==> src/rtl/seq_gen.sv <==
// Pattern source: emits 1-2-1-3-1 (ASCII) num_seq times over a valid/ready stream,
// with gap_len fill symbols ("0") between consecutive patterns.
module seq_gen #(
  parameter int DATA_WIDTH = 8,
  parameter int CNT_W      = 8
) (
  input  logic                  clk,
  input  logic                  reset_n,
  input  logic                  start,
  input  logic [CNT_W-1:0]      num_seq,
  input  logic [CNT_W-1:0]      gap_len,
  input  logic                  abort,
  input  logic                  out_ready,
  output logic                  out_valid,
  output logic [DATA_WIDTH-1:0] out_symbol,
  output logic                  busy,
  output logic                  done
);

  typedef enum logic [1:0] {IDLE, SEND, GAP, FIN} state_t;

  localparam logic [DATA_WIDTH-1:0] S1   = DATA_WIDTH'(8'h31);
  localparam logic [DATA_WIDTH-1:0] S2   = DATA_WIDTH'(8'h32);
  localparam logic [DATA_WIDTH-1:0] S3   = DATA_WIDTH'(8'h33);
  localparam logic [DATA_WIDTH-1:0] FILL = DATA_WIDTH'(8'h30);
  localparam logic [CNT_W-1:0]      ONE  = CNT_W'(1);

  state_t                  state_q, state_d;
  logic [2:0]              sym_idx_q, sym_idx_d;
  logic [CNT_W-1:0]        seq_cnt_q, seq_cnt_d;
  logic [CNT_W-1:0]        gap_cnt_q, gap_cnt_d;
  logic [CNT_W-1:0]        num_seq_q, num_seq_d;
  logic [CNT_W-1:0]        gap_len_q, gap_len_d;
  logic                    out_valid_q, out_valid_d;
  logic [DATA_WIDTH-1:0]   out_symbol_q, out_symbol_d;
  logic                    busy_q, busy_d;
  logic                    done_q, done_d;
  logic                    xfer;

  function automatic logic [DATA_WIDTH-1:0] sym_of(input logic [2:0] idx);
    case (idx)
      3'd1:    sym_of = S2;
      3'd3:    sym_of = S3;
      default: sym_of = S1;
    endcase
  endfunction

  assign xfer = out_valid_q & out_ready;

  always_comb begin
    state_d      = state_q;
    sym_idx_d    = sym_idx_q;
    seq_cnt_d    = seq_cnt_q;
    gap_cnt_d    = gap_cnt_q;
    num_seq_d    = num_seq_q;
    gap_len_d    = gap_len_q;
    out_valid_d  = out_valid_q;
    out_symbol_d = out_symbol_q;
    busy_d       = busy_q;
    done_d       = 1'b0;
    case (state_q)
      IDLE: begin
        if (start) begin
          num_seq_d = num_seq;
          gap_len_d = gap_len;
          sym_idx_d = 3'd0;
          seq_cnt_d = '0;
          gap_cnt_d = '0;
          if (num_seq != '0) begin
            state_d      = SEND;
            out_valid_d  = 1'b1;
            out_symbol_d = S1;
            busy_d       = 1'b1;
          end else begin
            state_d = FIN;
            done_d  = 1'b1;
          end
        end
      end
      SEND: begin
        // abort wins over a concurrent transfer: that last symbol is taken, nothing follows
        if (abort) begin
          state_d     = IDLE;
          out_valid_d = 1'b0;
          busy_d      = 1'b0;
        end else if (xfer) begin
          if (sym_idx_q == 3'd4) begin
            if (seq_cnt_q + ONE == num_seq_q) begin
              state_d     = FIN;
              out_valid_d = 1'b0;
              busy_d      = 1'b0;
              done_d      = 1'b1;
            end else if (gap_len_q != '0) begin
              state_d      = GAP;
              gap_cnt_d    = '0;
              seq_cnt_d    = seq_cnt_q + ONE;
              out_symbol_d = FILL;
            end else begin
              sym_idx_d    = 3'd0;
              seq_cnt_d    = seq_cnt_q + ONE;
              out_symbol_d = S1;
            end
          end else begin
            sym_idx_d    = sym_idx_q + 3'd1;
            out_symbol_d = sym_of(sym_idx_q + 3'd1);
          end
        end
      end
      GAP: begin
        if (abort) begin
          state_d     = IDLE;
          out_valid_d = 1'b0;
          busy_d      = 1'b0;
        end else if (xfer) begin
          if (gap_cnt_q == gap_len_q - ONE) begin
            state_d      = SEND;
            sym_idx_d    = 3'd0;
            out_symbol_d = S1;
          end else begin
            gap_cnt_d = gap_cnt_q + ONE;
          end
        end
      end
      FIN: begin
        state_d = IDLE;
      end
      default: state_d = IDLE;
    endcase
  end

  always_ff @(posedge clk or negedge reset_n) begin
    if (!reset_n) begin
      state_q      <= IDLE;
      sym_idx_q    <= 3'd0;
      seq_cnt_q    <= '0;
      gap_cnt_q    <= '0;
      num_seq_q    <= '0;
      gap_len_q    <= '0;
      out_valid_q  <= 1'b0;
      out_symbol_q <= '0;
      busy_q       <= 1'b0;
      done_q       <= 1'b0;
    end else begin
      state_q      <= state_d;
      sym_idx_q    <= sym_idx_d;
      seq_cnt_q    <= seq_cnt_d;
      gap_cnt_q    <= gap_cnt_d;
      num_seq_q    <= num_seq_d;
      gap_len_q    <= gap_len_d;
      out_valid_q  <= out_valid_d;
      out_symbol_q <= out_symbol_d;
      busy_q       <= busy_d;
      done_q       <= done_d;
    end
  end

  assign out_valid  = out_valid_q;
  assign out_symbol = out_symbol_q;
  assign busy       = busy_q;
  assign done       = done_q;

endmodule

==> config.mk <==
export PLATFORM = sky130hd
export DESIGN_NAME = seq_gen
export DESIGN_NICKNAME = d
export VERILOG_FILES = /design/src/rtl/seq_gen.sv
export SDC_FILE = /design/constraint.sdc
export NUM_CORES = 1
export LEC_CHECK = 0
export CAP_MARGIN = 25
export CORE_ASPECT_RATIO = 0.75
export CORE_MARGIN = 1
export CORE_UTILIZATION = 30
export CTS_CLUSTER_DIAMETER = 120
export DETAILED_ROUTE_END_ITERATION = 16
export GPL_TIMING_DRIVEN = 0
export HOLD_SLACK_MARGIN = 0.12
export PLACE_DENSITY_LB_ADDON = 0.25
export SYNTH_ARGS = -nofsm -noshare
export SYNTH_HDL_FRONTEND = slang
export SYNTH_SLANG_ARGS = --single-unit
==> constraint.sdc <==
create_clock -name clk -period 2.4 [get_ports clk]
set_input_delay 0.48 -clock clk [delete_from_list [all_inputs] [get_ports clk]]
set_output_delay 0.48 -clock clk [all_outputs]
set_load 0.005 [all_outputs]
==> run metrics <==
status finished with violations; violations in the final reports DRC, setup timing; residual DRC count 2; number of flops mapped to enable cells by yosys 0; transition at the pin with the smallest max-transition slack slightly above 600 ps; most frequently used cell type in the post-synthesis netlist dfrtp_1; most area-consuming cells after synthesis dfrtp_1, mux2_2, xnor2_1; number of buffers and inverters on the critical path 0; Die Span Y approximately 85 um; share of post-route cells with drive strength above 1 0.229; GRT Util Overall 0.143; fraction of synthesis flops using an asynchronous set or reset pin 1.00; crit start category flop; Clock Sinks 42; number of top-level design ports 32; Ant. Diodes 0; cell with the biggest individual delay on the critical path or4_4; crit path time final 2570 ps; design area roughly 0.0035 mm2; area growth from synthesis to layout 29.4%; clock skew after layout 6.67 ps; commonest register cell after synthesis dfrtp_1; drt total wl 6340 um; number of buffers inserted during clock tree synthesis 5; ordered cell list for the critical path or4_4 -> xor2_1 -> a31oi_1 -> or4_4 -> a221o_1 -> a31oi_1 -> a21o_1; detailed-route via count 2221; number of warnings reported in the yosys synthesis log 0; most frequent cells after synthesis dfrtp_1, nand2_1, mux2_2; cell count along the critical path 7; maximum fanout along the worst path 5; largest stage delay on the critical path 570 ps; max-slew violation count 0; relative slew slack 0.597; DRT antenna net count 0; post-detailed-route wirelength per cell 14.5 um; standard cell core area ~0.0086 mm2; Synth Register Bits between 40 and 50; worst endpoint required time 2630 ps; total power divided by cell area between 1000 and 1500 mW/mm2; 1st-iter DRT viols approximately 140; # setup viols final 17; total iterations of the first detailed-routing run 10; number of cell instances on the worst register-to-register path 7; critical path type reg2reg; number of placement rows 29; clock tree from TritonCTS built; worst path setup slack after routing -169 ps; final-report hold violation count 0; Netlist Area Pre-Place 0.00273 mm2; wire length of the first global-routing pass about 11000 um; part of the Yosys area used for sequential elements 0.386; Die Wd between 100 and 150 um; buffer type at the clock tree root clkbuf_16; Static Leak approximately 1.4 nW; number of global-route vias before repair 2171; top-area cell type share of the netlist area 0.386; cell type contributing the most total cell area after synthesis dfrtp_1; Fmax around 400 MHz; pin count of the biggest net entering global routing 23; total gr overflow 0; Max Root-Sink Buffers 2; share of the cycle needed by the critical path after routing 1.07; clk slew on worst S/H paths approximately 70 ps; IO buf count 26; gate family responsible for the most delay along the worst path simple AND/OR/NAND/NOR gates; ratio of routed vias to standard cells roughly 5.1; worst-case vdd ir drop 0.547 mV; DP HPWL 4510 um; worst slack at placement -586 ps; die area 0.00947 mm2; critical path capture point type flop; worst min-delay path category in2async; number of antenna violations at the first check in global routing 0; number of violations of the max-capacitance limit 0; setup repair after global routing missed its margin yes; H-tree levels 2; initial core utilization 0.316; syn avg cell area about 9.6 um2; Clock Latency Late Sink 290 ps; number of unique standard cell types used by synthesis 58; post-detailed-placement cell area 0.00316 mm2; net count reported at finish 359; cts hold-fix bufs 0; Crit path arrival time 2800 ps; number of instances in the synthesized netlist 284; RePlAce Congestion 0.807
==> timing repair <==
| action | 4_1_cts | 5_1_grt |
|---|---|---|
| setup buffers | 8 | 1 |
| pin swaps | 8 | 3 |
| setup endpoints to repair | 24 | 23 |
| resized for setup | 19 | 11 |
==> path summary, 6_finish.rpt <==
path,startpoint,to,slack (ps)
min reg2reg,out_symbol[0],out_symbol[0],480
min,reset_n,state_q[1],150
min in group clk,out_symbol[0],out_symbol[0],480
max reg2reg,gap_len_q[2],out_symbol[0],-170
max,gap_len_q[2],out_symbol[0],-170
max in group asynchronous,reset_n,sym_idx_q[1],1750
==> report_power, final <==
part	internal [mW]	leakage (nW)	total (mW)	switching (mW)
registers	0.981	0.519	1.24	0.255
clock network	0.598	0.0940	0.892	0.294
logic	1.09	0.803	2.23	1.14
total	2.67	1.42	4.36	1.69
==> metrics by stage <==
stage	TNS (ps)	hold slack (ps)	cells	utilization	total power, mW
finish	-1390	151	436	0.408	4.36
detailed placement	-7470	472	422	0.366	3.18
CTS	-1080	167	435	0.401	4.24
floorplan	-57.8	184	287	-	2.69
global placement	-23830	473	421	0.365	3.14
global route	-3820	187	436	0.408	4.72
==> kinds of logic (layout without fill, tap and decap cells) <==
kind of cell	after synthesis	count (layout)	share of synthesized area
mux	19	19	0.0776
xor+xnor	26	26	0.0836
other cells	1	4	0.00138
fa+ha+maj	11	11	0.0505
simple gates	99	99	0.207
buf+inv	33	74	0.0592
flops	42	42	0.386
compound gates	53	53	0.135
==> flip-flops by register name, summed over array words and instances, names as in the netlist <==
register and count:
state_q 2, busy 1, seq_cnt_q 8, done 1
out_symbol 3, sym_idx_q 3, gap_cnt_q 8, gap_len_q 8
num_seq_q 8
==> per-layer routing <==
| layer | routed length, um | global-route usage |
|---|---|---|
| met3 | 249 | 0.0274 |
| met2 | 2700 | 0.212 |
| met5 | 0 | 0 |
| met4 | 64 | 0.0436 |
| met1 | 3330 | 0.211 |
==> cell type report <==
cell class                      instances  area [um2]
Buffer                                 16         103
Sequential cell                        42        1050
Clock buffer                            5         125
Timing Repair Buffer                   36         343
Multi-Input combinational cell        212        1640
Tap cell                              108         135
Inverter                               14        57.6
Clock inverter                          3        68.8
Fill cell                             847        5110
==> placed cells by master, fill, tap and decap left out, drive strengths merged, types with 11 or more instances in the layout <==
cell type	instances
nor2	12
dfrtp	42
clkdlybuf4s50	25
xnor2	16
o21ai	15
ha	11
inv	13
mux2	17
buf	22
nand2	28
Power figures use the tool's default switching activity.
==> RTL edit: new RTL, config.mk and constraints unchanged <==
Reset style: synchronous (`reset_n`), changed in one clocked block.
--- a/src/rtl/seq_gen.sv
+++ b/src/rtl/seq_gen.sv
@@ -130,3 +130,3 @@
 
-  always_ff @(posedge clk or negedge reset_n) begin
+  always_ff @(posedge clk) begin
     if (!reset_n) begin
Check against the original RTL: differs if reset_n is asserted again (counterexample within 4 cycles, from zero or initial values and one cycle with reset_n low); with reset_n held inactive, the same outputs for 10 cycles.
==> RTL edit against the unedited design <==
The flow still finishes with violations (DRC, setup timing). Design area increased by 2.6%. Area after synthesis down 1.1%. Clock skew shrank 0.0014 ns. Wire length increased by 17%. First-iteration DRC count decreased by 6.3%. Global-route usage is 1.9 points higher. Fmax rose by 2.5%. Sequential cell count stayed put. Via count grew 20%. Setup slack improved by 0.063 ns. Critical endpoint is now out_symbol[0].
Power is not compared: it rests on default switching activity, and its combinational part moved more than twofold at a synthesized area within 25%.
==> RTL edit: results <==
timing:
  setup_slack_ns: -0.106
  worst_pin_slew_ns: 0.661
  setup_viol: 11
  clock_skew_ns: 0.00524
clocking:
  clockBufferDepth: 2
  cts_buffers: 5
  cts_root_buffer: "clkbuf_16"
yosys:
  yosysUniqueCellTypes: 52
  synthAdderAreaFrac: 0.0464
  synth-xor-area-share: 0.0636
  synth_area_leaders: "dfxtp_1 (31%), nand2_1 (9.3%), a21oi_1 (5.9%)"
  yosysSeqAreaShare: 0.312
  muxShareOfSynthArea: 0.00743
  ys_top_cells_by_count: "nand2_1 (67), dfxtp_1 (42), a21oi_1 (32), clkbuf_1 (15), o21ai_0 (15)"
  ys_async_sr_fraction: 0
  synth_compound_area_frac: 0.248
global_route:
  grt_pass1_wl_mm: 12.2
  globalRouteMet3Util: 0.0305
  first_global_vias: 2486
  grt_max_degree: 13
  track_usage: 0.162
  met2_usage: 0.241
  grt_use_met1: 0.239
layout:
  num_antenna_cells: 0
  drive_gt1_frac: 0.182
  layout.nets: 431
place:
  placed_area_um2: 3140
  place.gp.congestion: 0.831
  io_buffers: 26
  place_hpwl_mm: 5.22
power:
  p_sw_uw: 697
  leakage_uw: 0.00129
route:
  wl_mm: 7.45
  drc: 6
  drt-met1-wl_mm: 3.85
  wl_met2_mm: 3.14
  dr.pass1.iters: 12
  avgViaCountPerCell: 5.23
  met3_length_um: 386
  drtIter0Drc: 134
status:
  violations: "DRC, setup timing"
  status: "complete, but fails checks"
setup_path:
  worstPathArrival_ns: 2.69
  r2r-start: "seq_cnt_q[4]"
  reg2reg_to: "out_symbol[0]"
  crit_path_top_delay_cell: "or4b_4"
  rr_worst_depth: 9
  crit_family: "compound AO/OA/AOI/OAI gates"
  max_stage_delay_ns: 0.52
hold_path:
  worstHoldPathType: "flop to flop"
==> RTL edit: cell count changes after synthesis, moves of 10 or more <==
| cell | before | now |
|---|---|---|
| dfrtp_1 | 42 | 0 |
| dfxtp_1 | 0 | 42 |
| nand2_1 | 28 | 67 |
| a21oi_1 | 4 | 32 |
| mux2_2 | 17 | 0 |
| or3_1 | 2 | 12 |
==> RTL edit: worst min path at each step <==
stage | startpoint | to | slack (ns) | cells after the start
detailed placement | out_symbol[1] | out_symbol[1] | 0.46 | 2
finish | out_symbol[1] | out_symbol[1] | 0.46 | 2
floorplan | num_seq_q[0] | num_seq_q[0] | 0.45 | 2
global placement | out_symbol[1] | out_symbol[1] | 0.46 | 2
global route | out_symbol[1] | out_symbol[1] | 0.50 | 2
CTS | out_symbol[1] | out_symbol[1] | 0.46 | 2
==> RTL edit: repair_timing <==
| action | in CTS | in global routing |
|---|---|---|
| resized for setup | 22 | 27 |
| endpoints found under the setup margin | 22 | 31 |
| buffers inserted | 14 | 4 |
| pin swaps | 16 | 12 |
==> RTL edit: cell type report <==
type                            count  area (um^2)
Buffer                             23          126
Clock buffer                        7          143
Clock inverter                      1         5.00
Fill cell                         842         4980
Inverter                           12         45.0
Multi-Input combinational cell    272         1880
Sequential cell                    42          862
Tap cell                          108          135
Timing Repair Buffer               44          419
==> RTL edit: stage by stage <==
step                setup slack, ns  setup TNS, ns   util  std cells
finish                       -0.106         -0.557  0.421        509
global route                 -0.244          -3.29  0.421        509
CTS                          -0.142          -1.21  0.407        505
detailed placement           -0.281          -3.52  0.365        484
global placement             -0.285          -3.54  0.365        484
floorplan                   0.00436              0      -        350
==> RTL edit: tightest hold or removal path, delay by kind of cell (launching register included) <==
family,cells,cell delay [ns]
AO/OA/AOI/OAI,1,0.05
flip-flops,1,0.31
AND/OR/NAND/NOR,1,0.05
